### config.mk
export PLATFORM = sky130hd
export DESIGN_NAME = barrel_shifter_pipe
export DESIGN_NICKNAME = d
export VERILOG_FILES = /design/src/rtl/barrel_shifter_pipe.sv
export SDC_FILE = /design/constraint.sdc
export NUM_CORES = 1
export LEC_CHECK = 0
export ABC_CLOCK_PERIOD_IN_PS = 6060
export BUFFER_PORTS_ARGS = -buffer_cell sky130_fd_sc_hd__buf_2
export CAP_MARGIN = 20
export CORE_MARGIN = 5
export CORE_UTILIZATION = 50
export CTS_CLUSTER_SIZE = 25
export DETAILED_ROUTE_END_ITERATION = 10
export PLACE_DENSITY = 0.71
export SYNTH_ARGS = -nofsm -noshare
export SYNTH_HDL_FRONTEND = slang
export SYNTH_SLANG_ARGS = --single-unit
### constraint.sdc
create_clock -name clk -period 6.06 [get_ports clk]
set_input_delay 1.212 -clock clk [delete_from_list [all_inputs] [get_ports clk]]
set_output_delay 1.212 -clock clk [all_outputs]
set_load 0.005 [all_outputs]
### src/rtl/barrel_shifter_pipe.sv
// Pipelined barrel shifter: one registered 2:1 mux level per shift-amount bit,
// supporting SLL/SRL/SRA/ROR behind a valid/ready stream with a global stall.
module barrel_shifter_pipe #(
    parameter int WIDTH = 32
) (
    input  logic                     clk,
    input  logic                     rst,
    input  logic                     in_valid,
    output logic                     in_ready,
    input  logic [WIDTH-1:0]         in_data,
    input  logic [$clog2(WIDTH)-1:0] in_shamt,
    input  logic [1:0]               in_mode,
    output logic                     out_valid,
    input  logic                     out_ready,
    output logic [WIDTH-1:0]         out_data
);
    localparam int SHW = $clog2(WIDTH);

    localparam logic [1:0] MODE_SLL = 2'b00;
    localparam logic [1:0] MODE_SRL = 2'b01;
    localparam logic [1:0] MODE_SRA = 2'b10;
    localparam logic [1:0] MODE_ROR = 2'b11;

    logic w_advance;

    // The whole pipe moves together; an unaccepted result freezes every stage.
    assign w_advance = !out_valid | out_ready;
    assign in_ready  = w_advance;

    for (genvar k = 0; k < SHW; k++) begin : g_stage
        localparam int S = 1 << k;

        logic                     w_vld;
        logic [WIDTH-1:0]         w_d;
        logic signed [WIDTH-1:0]  w_ds;
        logic [SHW-1:0]           w_sh;
        logic [1:0]               w_md;
        logic [WIDTH-1:0]         w_res;

        logic                     r_vld;
        logic [WIDTH-1:0]         r_data;
        logic [SHW-1:0]           r_sh;
        logic [1:0]               r_md;

        if (k == 0) begin : g_head
            assign w_vld = in_valid & w_advance;
            assign w_d   = in_data;
            assign w_sh  = in_shamt;
            assign w_md  = in_mode;
        end else begin : g_body
            assign w_vld = g_stage[k-1].r_vld;
            assign w_d   = g_stage[k-1].r_data;
            assign w_sh  = g_stage[k-1].r_sh;
            assign w_md  = g_stage[k-1].r_md;
        end

        assign w_ds = w_d;

        always_comb begin
            w_res = w_d;
            if (w_sh[k]) begin
                unique case (w_md)
                    MODE_SLL: w_res = {w_d[WIDTH-1-S:0], {S{1'b0}}};
                    MODE_SRL: w_res = {{S{1'b0}}, w_d[WIDTH-1:S]};
                    MODE_SRA: w_res = w_ds >>> S;
                    MODE_ROR: w_res = {w_d[S-1:0], w_d[WIDTH-1:S]};
                    default:  w_res = w_d;
                endcase
            end
        end

        always_ff @(posedge clk or posedge rst) begin
            if (rst) begin
                r_vld  <= 1'b0;
                r_data <= '0;
                r_sh   <= '0;
                r_md   <= '0;
            end else if (w_advance) begin
                r_vld  <= w_vld;
                r_data <= w_res;
                r_sh   <= w_sh;
                r_md   <= w_md;
            end
        end
    end

    assign out_valid = g_stage[SHW-1].r_vld;
    assign out_data  = g_stage[SHW-1].r_data;
endmodule
==> results of run 1 <==
-- registers in the layout, indices dropped and copies added (netlist names) --
register	cells
g_stage.r_data	128
out_data	32
g_stage.r_sh	10
g_stage.r_md	8
g_stage.r_vld	4
out_valid	1
-- cells by family (layout without fill, tap and decap cells) --
family	Yosys count	count (layout)	synth area share (%)
DFF	183	183	45.8
AOI/OAI and AO/OA	548	548	36.2
xor gates and xnor gates	1	1	0.163
buffers and inverters	205	205	8.99
muxes	15	15	1.51
and+or+nand+nor	179	179	7.40
-- stage by stage --
step	util (%)	std cells	hold slack [ps]
final	55.2	1396	464
after global routing	55.2	1396	479
after CTS	55.2	1396	472
after detailed placement	52.3	1365	455
after global placement	52.3	1365	444
after floorplan	-	1131	430
-- report_power, final --
| group | total, W | leakage [nW] | switching (W) | internal [W] |
|---|---|---|---|---|
| Sequential | 0.00233 | 2.19 | 0.000529 | 0.00180 |
| Clock | 0.00105 | 0.264 | 0.000486 | 0.000569 |
| Combinational | 0.00239 | 2.86 | 0.00142 | 0.000968 |
-- worst max-delay path: stages --
cell     delay, ps
buf_2          110
nor2b_4         90
buf_4          480
inv_6          380
buf_2          250
-- how the worst max path moves through the flow --
stage | slack, ps | end | depth (start not counted)
2_1_floorplan | 2500 | g_stage[0].r_data[0]$_DFFE_PP0N_ | 1
6_report | 2320 | in_ready | 5
5_1_grt | 2180 | in_ready | 5
3_3_place_gp | 2310 | in_ready | 5
3_5_place_dp | 2280 | in_ready | 5
4_1_cts | 2280 | in_ready | 5
-- metal layers --
metal	vias to the layer above	wire length, um	GRT usage (%)
li1	4047	-	-
met1	3981	11500	32.0
met2	255	10900	32.7
met3	33	1270	3.72
met4	0	391	6.44
met5	-	0	0
-- cell usage in the layout, fill, tap and decap left out, types with 2 or more instances in the layout --
cell        netlist  routed
nand2_1         143     143
nand3_1          14      14
o211a_1          98      98
a311oi_1         14      14
o21ai_1          16      16
clkinvlp_4        0       4
dfrtp_1         183     183
buf_2            41      76
mux2i_1          14      14
inv_6             0       5
o21a_1           31      31
nor2b_1          15      14
or2_1             3       3
nor2_1            2       2
inv_1            86      85
o22ai_1          65      65
a21oi_1          14      14
a2bb2oi_1        16      16
buf_4             1      10
clkbuf_16         0      17
a211oi_1         30      30
o22ai_2           4       4
o21ai_0         257     257
clkinv_4          0       3
clkinv_2          0       2
-- area by class of cell --
class                      count  share of cell area [%]
sequential                   183                    42.4
multi-input combinational    743                    41.9
clock buffer                  18                    3.97
timing repair buffer          87                    4.40
tap                          265                    3.07
inverter                      87                    3.10
clock inverter                13                    1.15
==> impl_results.md, run 1 <==
* Status: completed
* Clk Latency, worst-skew pair at ~430 ps
* Synthesized net count at 1,174
* Largest net degree at the start of global routing at around 180
* Synth-to-Final Area Change at 8.03%
* Nets at between 1,000 and 1,500
* Dpl ws at 2280 ps
* FP Rows at 51
* Hold WC Path Type: reg -> reg
* Top cells by area, synth: dfrtp_1 46%, o21ai_0 13%, o211a_1 9.8%
* Worst Tran Pin Value at around 1000 ps
* Register area share after synthesis at 45.8%
* TritonCTS Buffers at 17
* DP Wirelength at around 16 mm
* Area of the multi-input gates at 4530 um^2
* Routed WL at about 24 mm
* RSZ-0062 raised after global routing: false
* R2R Path Start: out_valid$_DFFE_PP0N_
* Worst Setup SP: out_ready
* PD cells at roughly 530 nW/um^2
* IO Pins at 77
* GRT Total Usage at roughly 22%
* Worst-case clock buffer depth at 2
* Area after DPL at roughly 10,000 um^2
* Slew Limit Fails at 0
* Crit path DAT at around 2500 ps
* YS warnings at 0
* CTS tree: done
* Max Cap Violations at 0
* CP Capture Type: output port
* DR iter-0 viols at 739
* VDD IR-drop max at roughly 0.21 mV
* R2R Path End: g_stage[0].r_data[25]$_DFFE_PP0N_
* ANT cells at 0
* Reg2Reg Depth at 6
* CTS H-tree lvls at 4
* Yosys reg bits at about 180
* Fin. Hold Viols at 0
* FF+latch area at 4580 um^2
* Crit share post-route at roughly three fifths
* Gpl congestion at around 0.8
* Avg Synthesized Cell Area at between 8 and 9 um^2
* Grt total ovfl at 0
* Setup TNS at 0 ps
* Total power at roughly 0.0058 W
* Fin crit period at 3740 ps
* Async set or reset register ratio after synthesis at 100%
* Final setup fails at 0
* Hold Path Sink: g_stage[3].r_vld$_DFFE_PP0N_
* Die area at roughly 23,000 um^2
* Hold Crit Start: g_stage[3].r_vld$_DFFE_PP0N_
* Detail Route Antenna Nets at 0
* Startpoint Class: primary input
* Clk pin slew, worst setup/hold paths at ~70 ps
* Share of layout cells above drive strength 1 at roughly 11%
* Starting density of the core at 51.1%
* Yosys cell types at 32
* Setup Skew at 8.97 ps
* Setup Crit Path Kind: in -> out
* Number of synthesized flops with an enable pin at 0
* Post-cts hold buffer count at 0
* PnR worst setup slack at approximately 2300 ps
* Top FF cell, synth: dfrtp_1
* Vias in the first global route at approximately 7,700
* Worst R2R Setup Slack at 3200 ps
* Core Footprint at 19,600 um^2
* Resize count post-CTS at 0
* Post-Syn Instances at 1,131
* Layout filler cell count at 1,809
* Post-synthesis cell area at around 10,000 um^2
* Max Fanout on Critical Path at about 110
* Via count at between 8,000 and 9,000
* WP data required at about 4900 ps
* Drt via density at 5.96
* Most common cell in the netlist: o21ai_0
* Die X at 151 um
* Clock Sinks at around 180
* Leak pwr at roughly 5.3 nW
* Routed len/inst at between 15 and 20 um
* Final non-filler cell area at 10,800 um^2
* Top cell type's share of synthesized area at between 40% and 50%
* Port-buffer cells at 76
* Die Y at approximately 150 um
* Drc violations at 0
* Synth cell count leaders: 257 x o21ai_0, 183 x dfrtp_1, 143 x nand2_1
* Area leader, netlist: dfrtp_1
* Initial antenna violation count at 0
* 1st-pass router iterations at 6
* Hold path depth at 2
* CTS root buf: clkbuf_16
* First-pass GRT wire length at ~40 mm
* Post-CTS Setup Inserts at 0
* Slew margin rel. at around 30%
* Max Fclk at 0.267 GHz
(Power assumes the default switching activity.)
==> inputs of run 2 (changes only) <==
--- a/config.mk
+++ b/config.mk
@@ -5,7 +5,8 @@
 export SDC_FILE = /design/constraint.sdc
 export NUM_CORES = 1
 export LEC_CHECK = 0
-export ABC_CLOCK_PERIOD_IN_PS = 6060
+export ABC_AREA = 1
+export ABC_CLOCK_PERIOD_IN_PS = 3200
 export BUFFER_PORTS_ARGS = -buffer_cell sky130_fd_sc_hd__buf_2
 export CAP_MARGIN = 20
 export CORE_MARGIN = 5
==> constraint.sdc (replaced) <==
create_clock -name clk -period 3.2 [get_ports clk]
set_input_delay 0.64 -clock clk [delete_from_list [all_inputs] [get_ports clk]]
set_output_delay 0.64 -clock clk [all_outputs]
set_load 0.005 [all_outputs]
==> impl_results.md, run 2 <==
* Status: completed
* Max Fanout on Critical Path at 30 (-72%)
* Post-CTS Setup Inserts at 0 (unchanged)
* Crit path DAT at 2110 ps (-420 ps)
* Sequential power share at 36.8% (-3.6 points)
* Crit-path cells: inv_1 -> nand2_1 -> nand2_1 -> nand3_1 -> a21oi_1
* FP Rows at 53 (+3.9%)
* Area leader, netlist: dfrtp_1
* PD cells at 995 nW/um^2 (+86%)
* Switching part of the total at 45.2% (+3.0 points)
* Simple-Gate Fraction of Synth Area at 30.7% (+23 points)
* Post-Syn Instances at 1,591 (+41%)
* Comb pwr share at 44.8% (+3.4 points)
* Register area share after synthesis at 43.5% (-2.2 points)
* Post-synthesis mux area share at 0% (-1.5 points)
* Yosys reg bits at 183 (unchanged)
* Nets at 1,647 (+42%)
* Area after DPL at 10,900 um^2 (+6.4%)
* CTS root buf: clkbuf_16
* Biggest register: g_stage.r_data
* YS warnings at 0 (unchanged)
* Fin. Hold Viols at 0 (unchanged)
* Compound-gate portion of the synthesized area at 12.4% (-24 points)
* Via count at 9,568 (+15%)
* Startpoint Class: flip-flop
* Drc violations at 0 (unchanged)
* FF+latch area at 4580 um^2 (unchanged)
* Fin crit period at about 1800 ps
* Routed len/inst at 13.2 um (-23%)
* Worst Setup EP: g_stage[1].r_data[11]$_DFFE_PP0N_
* Routed WL at 25.0 mm (+3.8%)
* Sw Pwr at 0.00517 W (+110%)
* Synth-to-Final Area Change at 9.26%
* DR iter-0 viols at 710 (-3.9%)
* ANT cells at 0 (unchanged)
* R2R Path End: g_stage[1].r_data[11]$_DFFE_PP0N_
* Synth cell count leaders: 504 x nand2_1, 244 x inv_1, 183 x dfrtp_1
* Number of synthesized flops with an enable pin at 0 (unchanged)
* Avg Synthesized Cell Area at 6.61 um^2 (-25%)
* VDD IR-drop max at 0.435 mV (+100%)
* Initial antenna violation count at 0 (unchanged)
* Largest register FFs at 128 (unchanged)
* Starting density of the core at 50.4% (-0.70 points)
* Synthesized net count at 1,634 (+39%)
* Vias in the first global route at 8,942 (+16%)
* Clk pin slew, worst setup/hold paths at 70 ps (about the same)
* Slew margin rel. at 27.7% (-2.3 points)
* Final setup fails at 0 (unchanged)
* WP data required at 3510 ps (-1340 ps)
* CP Capture Type: flip-flop
* Area of the multi-input gates at 4540 um^2 (about the same)
* GRT Total Usage at 21.1% (-0.52 points)
* IO Pins at 77 (unchanged)
* Detail Route Antenna Nets at 0 (unchanged)
* First-pass GRT wire length at 42.8 mm (+5.8%)
* Worst-case clock buffer depth at 2 (unchanged)
* Die X at 155 um (+2.4%)
* CTS tree: done
* Most common cell in the netlist: nand2_1
* Worst R2R Setup Slack at 1400 ps (-1800 ps)
* Clk Latency, worst-skew pair at 430 ps (about the same)
* Clk pwr share at 18.4% (about the same)
* Resize count post-CTS at 0 (unchanged)
* Worst Setup SP: g_stage[0].r_md[0]$_DFFE_PP0N_
* Synth Area in Adders at 0% (unchanged)
* 1st-pass router iterations at 5 (-1)
* Max Cap Violations at 0 (unchanged)
* Top cell type's share of synthesized area at 43.5% (-2.2 points)
* Clock Sinks at 183 (unchanged)
* Yosys cell types at 17 (-47%)
* Port-buffer cells at 76 (unchanged)
* Die Y at 155 um (+2.4%)
* Setup Crit Path Kind: reg -> reg
* Gpl congestion at 0.866 (+5.8%)
* Final non-filler cell area at 11,500 um^2 (+6.4%)
* Largest family of logic cells by synthesized area: simple AND/OR/NAND/NOR gates
* Setup Skew at 19.7 ps (+10.7 ps)
* Leak pwr at 6.30 nW (+19%)
* Largest net degree at the start of global routing at 127 (-31%)
* Die area at 24,000 um^2 (+4.8%)
* Pint at 0.00626 W (+88%)
* Grt total ovfl at 0 (unchanged)
* Post-cts hold buffer count at 0 (unchanged)
* Slew Limit Fails at 0 (unchanged)
* Top FF cell, synth: dfrtp_1
* Top cells by area, synth: dfrtp_1 44%, nand2_1 18%, inv_1 8.7%
* Most common cell after layout, fill and taps aside: nand2_1
* RSZ-0062 raised after global routing: false
* Crit share post-route at 56.2%
* DP Wirelength at 16.8 mm (+7.8%)
* Async set or reset register ratio after synthesis at 100% (unchanged)
* Post-synthesis cell area at 10,500 um^2 (+5.2%)
* TritonCTS Buffers at 17 (unchanged)
* Drt via density at 5.06 (-15%)
* Commonest cells after routing, fill and taps aside: 503 x nand2_1, 242 x inv_1, 183 x dfrtp_1
* Crit path max-delay cell type: nand2_1
* Layout filler cell count at 2,115 (+17%)
* Setup TNS at 0 ps (unchanged)
* Crit-path most repeated cell: nand2_1
* Worst Tran Pin Value at 1080 ps (+31.5 ps)
* CTS H-tree lvls at 4 (unchanged)
* Core Footprint at 20,900 um^2 (+6.6%)
* R2R Path Start: g_stage[0].r_md[0]$_DFFE_PP0N_
* Xor/xnor cell area share of the yosys netlist at 0% (-0.16 points)
* Max Fclk at about 0.56 GHz
* Reg2Reg Depth at 5 (-1)
* Hold WC Path Type: in -> async
* Largest stage delay, worst path at 780 ps (+300 ps)
* Share of layout cells above drive strength 1 at 8.23% (-2.9 points)
-- run 2: cell families after synthesis --
| family | after synthesis |
|---|---|
| DFF | 183 |
| buffers and inverters | 344 |
| AOI/OAI and AO/OA | 260 |
| and+or+nand+nor | 804 |
-- run 2: stage by stage --
step | hold WS, ps | utilization, % | setup WS, ps | std cells | power, W
4_1_cts | 418 | 55.0 | 1390 | 1892 | 0.0115
5_1_grt | 427 | 55.0 | 1220 | 1892 | 0.0125
6_report | 414 | 55.0 | 1400 | 1892 | 0.0114
2_1_floorplan | 420 | - | 209 | 1591 | 0.00807
3_5_place_dp | 453 | 52.2 | 1160 | 1860 | 0.00935
3_3_place_gp | 445 | 52.2 | 1160 | 1860 | 0.00921
-- run 2: worst min path at each step --
stage                                  from                             end
2_1_floorplan  g_stage[3].r_vld$_DFFE_PP0N_           out_valid$_DFFE_PP0N_
3_3_place_gp   g_stage[3].r_vld$_DFFE_PP0N_           out_valid$_DFFE_PP0N_
3_5_place_dp   g_stage[3].r_vld$_DFFE_PP0N_           out_valid$_DFFE_PP0N_
4_1_cts                            in_valid    g_stage[0].r_vld$_DFFE_PP0N_
5_1_grt                         in_shamt[2]  g_stage[0].r_sh[2]$_DFFE_PP0N_
6_report                                rst           out_valid$_DFFE_PP0N_
-- run 2: routing by layer --
layer | up-vias | global-route usage [%] | wire (um)
li1 | 4897 | - | -
met2 | 220 | 36.0 | 12200
met5 | - | 0 | 0
met3 | 24 | 2.84 | 984
met4 | 0 | 5.89 | 336
met1 | 4427 | 28.4 | 11500
-- run 2: layout make-up --
type,count,share of cell area (%)
Clock buffer,19,3.85
Inverter,249,8.16
Multi-Input combinational cell,1064,39.5
Tap cell,275,2.99
Timing Repair Buffer,89,4.48
Sequential cell,183,39.8
Clock inverter,13,1.22
-- run 2: worst max-delay path: cells and delay by family, from the launching register on --
| family | cells | cell delay (ps) |
|---|---|---|
| DFF | 1 | 420 |
| buffers and inverters | 1 | 70 |
| and+or+nand+nor | 3 | 1100 |
| AOI/OAI and AO/OA | 1 | 60 |
-- run 2: power by group through the flow --
stage          Combinational [W]  Sequential [W]  Clock [W]
2_1_floorplan            0.00407         0.00400          0
6_report                 0.00513         0.00421    0.00210
3_3_place_gp             0.00502         0.00419          0
4_1_cts                  0.00515         0.00420    0.00212
3_5_place_dp             0.00510         0.00424          0
5_1_grt                  0.00593         0.00435    0.00222
==> inputs of run 3 (changes only) <==
--- a/config.mk
+++ b/config.mk
@@ -6,14 +6,14 @@
 export NUM_CORES = 1
 export LEC_CHECK = 0
 export ABC_AREA = 1
-export ABC_CLOCK_PERIOD_IN_PS = 3200
+export ABC_CLOCK_PERIOD_IN_PS = 1900
 export BUFFER_PORTS_ARGS = -buffer_cell sky130_fd_sc_hd__buf_2
 export CAP_MARGIN = 20
 export CORE_MARGIN = 5
 export CORE_UTILIZATION = 50
 export CTS_CLUSTER_SIZE = 25
 export DETAILED_ROUTE_END_ITERATION = 10
-export PLACE_DENSITY = 0.71
+export PLACE_DENSITY = 0.68
 export SYNTH_ARGS = -nofsm -noshare
 export SYNTH_HDL_FRONTEND = slang
 export SYNTH_SLANG_ARGS = --single-unit
==> constraint.sdc (replaced) <==
create_clock -name clk -period 1.9 [get_ports clk]
set_input_delay 0.38 -clock clk [delete_from_list [all_inputs] [get_ports clk]]
set_output_delay 0.38 -clock clk [all_outputs]
set_load 0.005 [all_outputs]
==> impl_results.md, run 3 (synthesis results as in run 2) <==
* 1st-pass router iterations at 5 (unchanged)
* Hold Crit Start: in_shamt[3]
* VDD IR-drop max at 0.785 mV (+80%)
* Nets at 1,658 (+0.67%)
* Largest register FFs at 128 (unchanged)
* Routed WL at 25.3 mm (+1.2%)
* Met1 track demand over resource at 29.2% (+0.85 points)
* Clk Latency, worst-skew pair at 430 ps (about the same)
* Die area at 24,000 um^2 (unchanged)
* PD cells at 1670 nW/um^2 (+68%)
* Dpl ws at 404 ps (-751 ps)
* Routed len/inst at 13.3 um (+0.63%)
* Setup TNS at 0 ps (unchanged)
* CTS root buf: clkbuf_16
* Crit path DAT at 1210 ps (-900 ps)
* Fin cells at 1,903 (+0.58%)
* Core Footprint at 20,900 um^2 (unchanged)
* Crit share post-route at approximately 84%
* Worst Tran Pin Value at 539 ps (-543 ps)
* Drt via density at 5.07 (+0.18%)
* IO Pins at 77 (unchanged)
* Most common cell after layout, fill and taps aside: nand2_1
* Met3 Usage GRT at 3.62% (+0.78 points)
* Worst Setup SP: out_valid$_DFFE_PP0N_
* Final setup fails at 0 (unchanged)
* GRT Total Usage at 21.4% (+0.32 points)
* TritonCTS Buffers at 17 (unchanged)
* Clock Sinks at 183 (unchanged)
* CP Capture Type: output port
* Grt met2 use at 35.7% (-0.31 points)
* CTS H-tree lvls at 4 (unchanged)
* Die X at 155 um (unchanged)
* Port-buffer cells at 76 (unchanged)
* Initial antenna violation count at 0 (unchanged)
* Gr busiest metal: met2
* DP Wirelength at 17.3 mm (+3.5%)
* ANT cells at 0 (unchanged)
* Max Fanout on Critical Path at 15 (-50%)
* DR iter-0 viols at 688 (-3.1%)
* Total power at 0.0195 W (+70%)
* Starting density of the core at 50.4% (unchanged)
* Detail Route Antenna Nets at 0 (unchanged)
* CTS tree: done
* Setup Crit Path Kind: reg -> out
* RSZ-0062 raised after global routing: false
* Synth-to-Final Area Change at 11.1%
* Slew Limit Fails at 0 (unchanged)
* Hold WC Path Type: in -> reg
* Largest net degree at the start of global routing at 95 (-25%)
* Gpl congestion at 0.851 (-1.7%)
* Commonest cells after routing, fill and taps aside: 503 x nand2_1, 242 x inv_1, 183 x dfrtp_1
* Post-CTS Setup Inserts at 0 (unchanged)
* FP Rows at 53 (unchanged)
* Fin. Hold Viols at 0 (unchanged)
* Fin crit period at 1590 ps
* Placed Cells incl. Taps at 1,870 (+0.54%)
* Biggest register: g_stage.r_data
* Max Cap Violations at 0 (unchanged)
* Worst-case clock buffer depth at 2 (unchanged)
* WP data required at 1520 ps (-1990 ps)
* First-pass GRT wire length at 43.6 mm (+1.7%)
* Grt total ovfl at 0 (unchanged)
* Via count at 9,641 (+0.76%)
* Vias in the first global route at 9,007 (+0.73%)
* Clk pin slew, worst setup/hold paths at 70 ps (about the same)
* Post-cts hold buffer count at 1 (+1)
* R2R Path Start: g_stage[3].r_md[1]$_DFFE_PP0N_
* Max Fclk at roughly 0.63 GHz
* Slew margin rel. at 63.9% (+36 points)
* Setup Skew at 12.1 ps (-7.55 ps)
* Resize count post-CTS at 0 (unchanged)
* Share of layout cells above drive strength 1 at 8.91% (+0.68 points)
* PnR worst setup slack at 311 ps (-1090 ps)
* Drc violations at 0 (unchanged)
* Leak pwr at 6.40 nW (+1.5%)
* Die Y at 155 um (unchanged)
* Status: completed
* Startpoint Class: flip-flop
* Worst R2R Setup Slack at 380 ps (-1020 ps)
[run 3: worst max-delay path: stages (launching register included)]
cell and delay [ps]:
dfrtp_1 410, nand2_4 210, buf_2 160
[run 3: worst paths after layout]
kind                                                      to  cells after the start
hold reg to reg                        out_valid$_DFFE_PP0N_                      2
hold / removal                g_stage[0].r_sh[3]$_DFFE_PP0N_                      3
setup reg to reg                    out_data[31]$_DFFE_PP0N_                      7
min in group asynchronous  g_stage[0].r_data[31]$_DFFE_PP0N_                      3
setup / recovery                                    in_ready                      2
max in group asynchronous   g_stage[3].r_data[2]$_DFFE_PP0N_                      4
[run 3: report_power, final]
part | switching (W) | total, W | internal [W] | leakage, nW
clock | 0.00170 | 0.00357 | 0.00187 | 0.284
sequential | 0.00136 | 0.00710 | 0.00574 | 2.16
combinational | 0.00575 | 0.00883 | 0.00308 | 3.95
total | 0.00881 | 0.0195 | 0.0107 | 6.40
[run 3: area by class of cell]
cell class,count,area (um^2)
clock inverter,15,159
clock buffer,17,425
fill,2103,9200
sequential,183,4580
inverter,249,938
tap,275,344
timing repair buffer,100,701
multi-input combinational,1064,4540
[run 3: per-stage QoR]
stage | cell area [um^2] | hold WS, ps | utilization (%)
after detailed placement | 11100 | 385 | 53.1
after CTS | 11700 | 143 | 55.9
final | 11700 | 155 | 55.9
after floorplan | 10500 | 420 | -
after global placement | 11100 | 381 | 53.1
after global routing | 11700 | 149 | 55.9
[run 3: per-layer routing]
layer | vias to the layer above | part of all wire [%] | wire length (um)
li1 | 4916 | - | -
met1 | 4467 | 45 | 11500
met2 | 226 | 48 | 12300
met3 | 32 | 4.5 | 1150
met4 | 0 | 1.7 | 429
met5 | - | 0 | 0
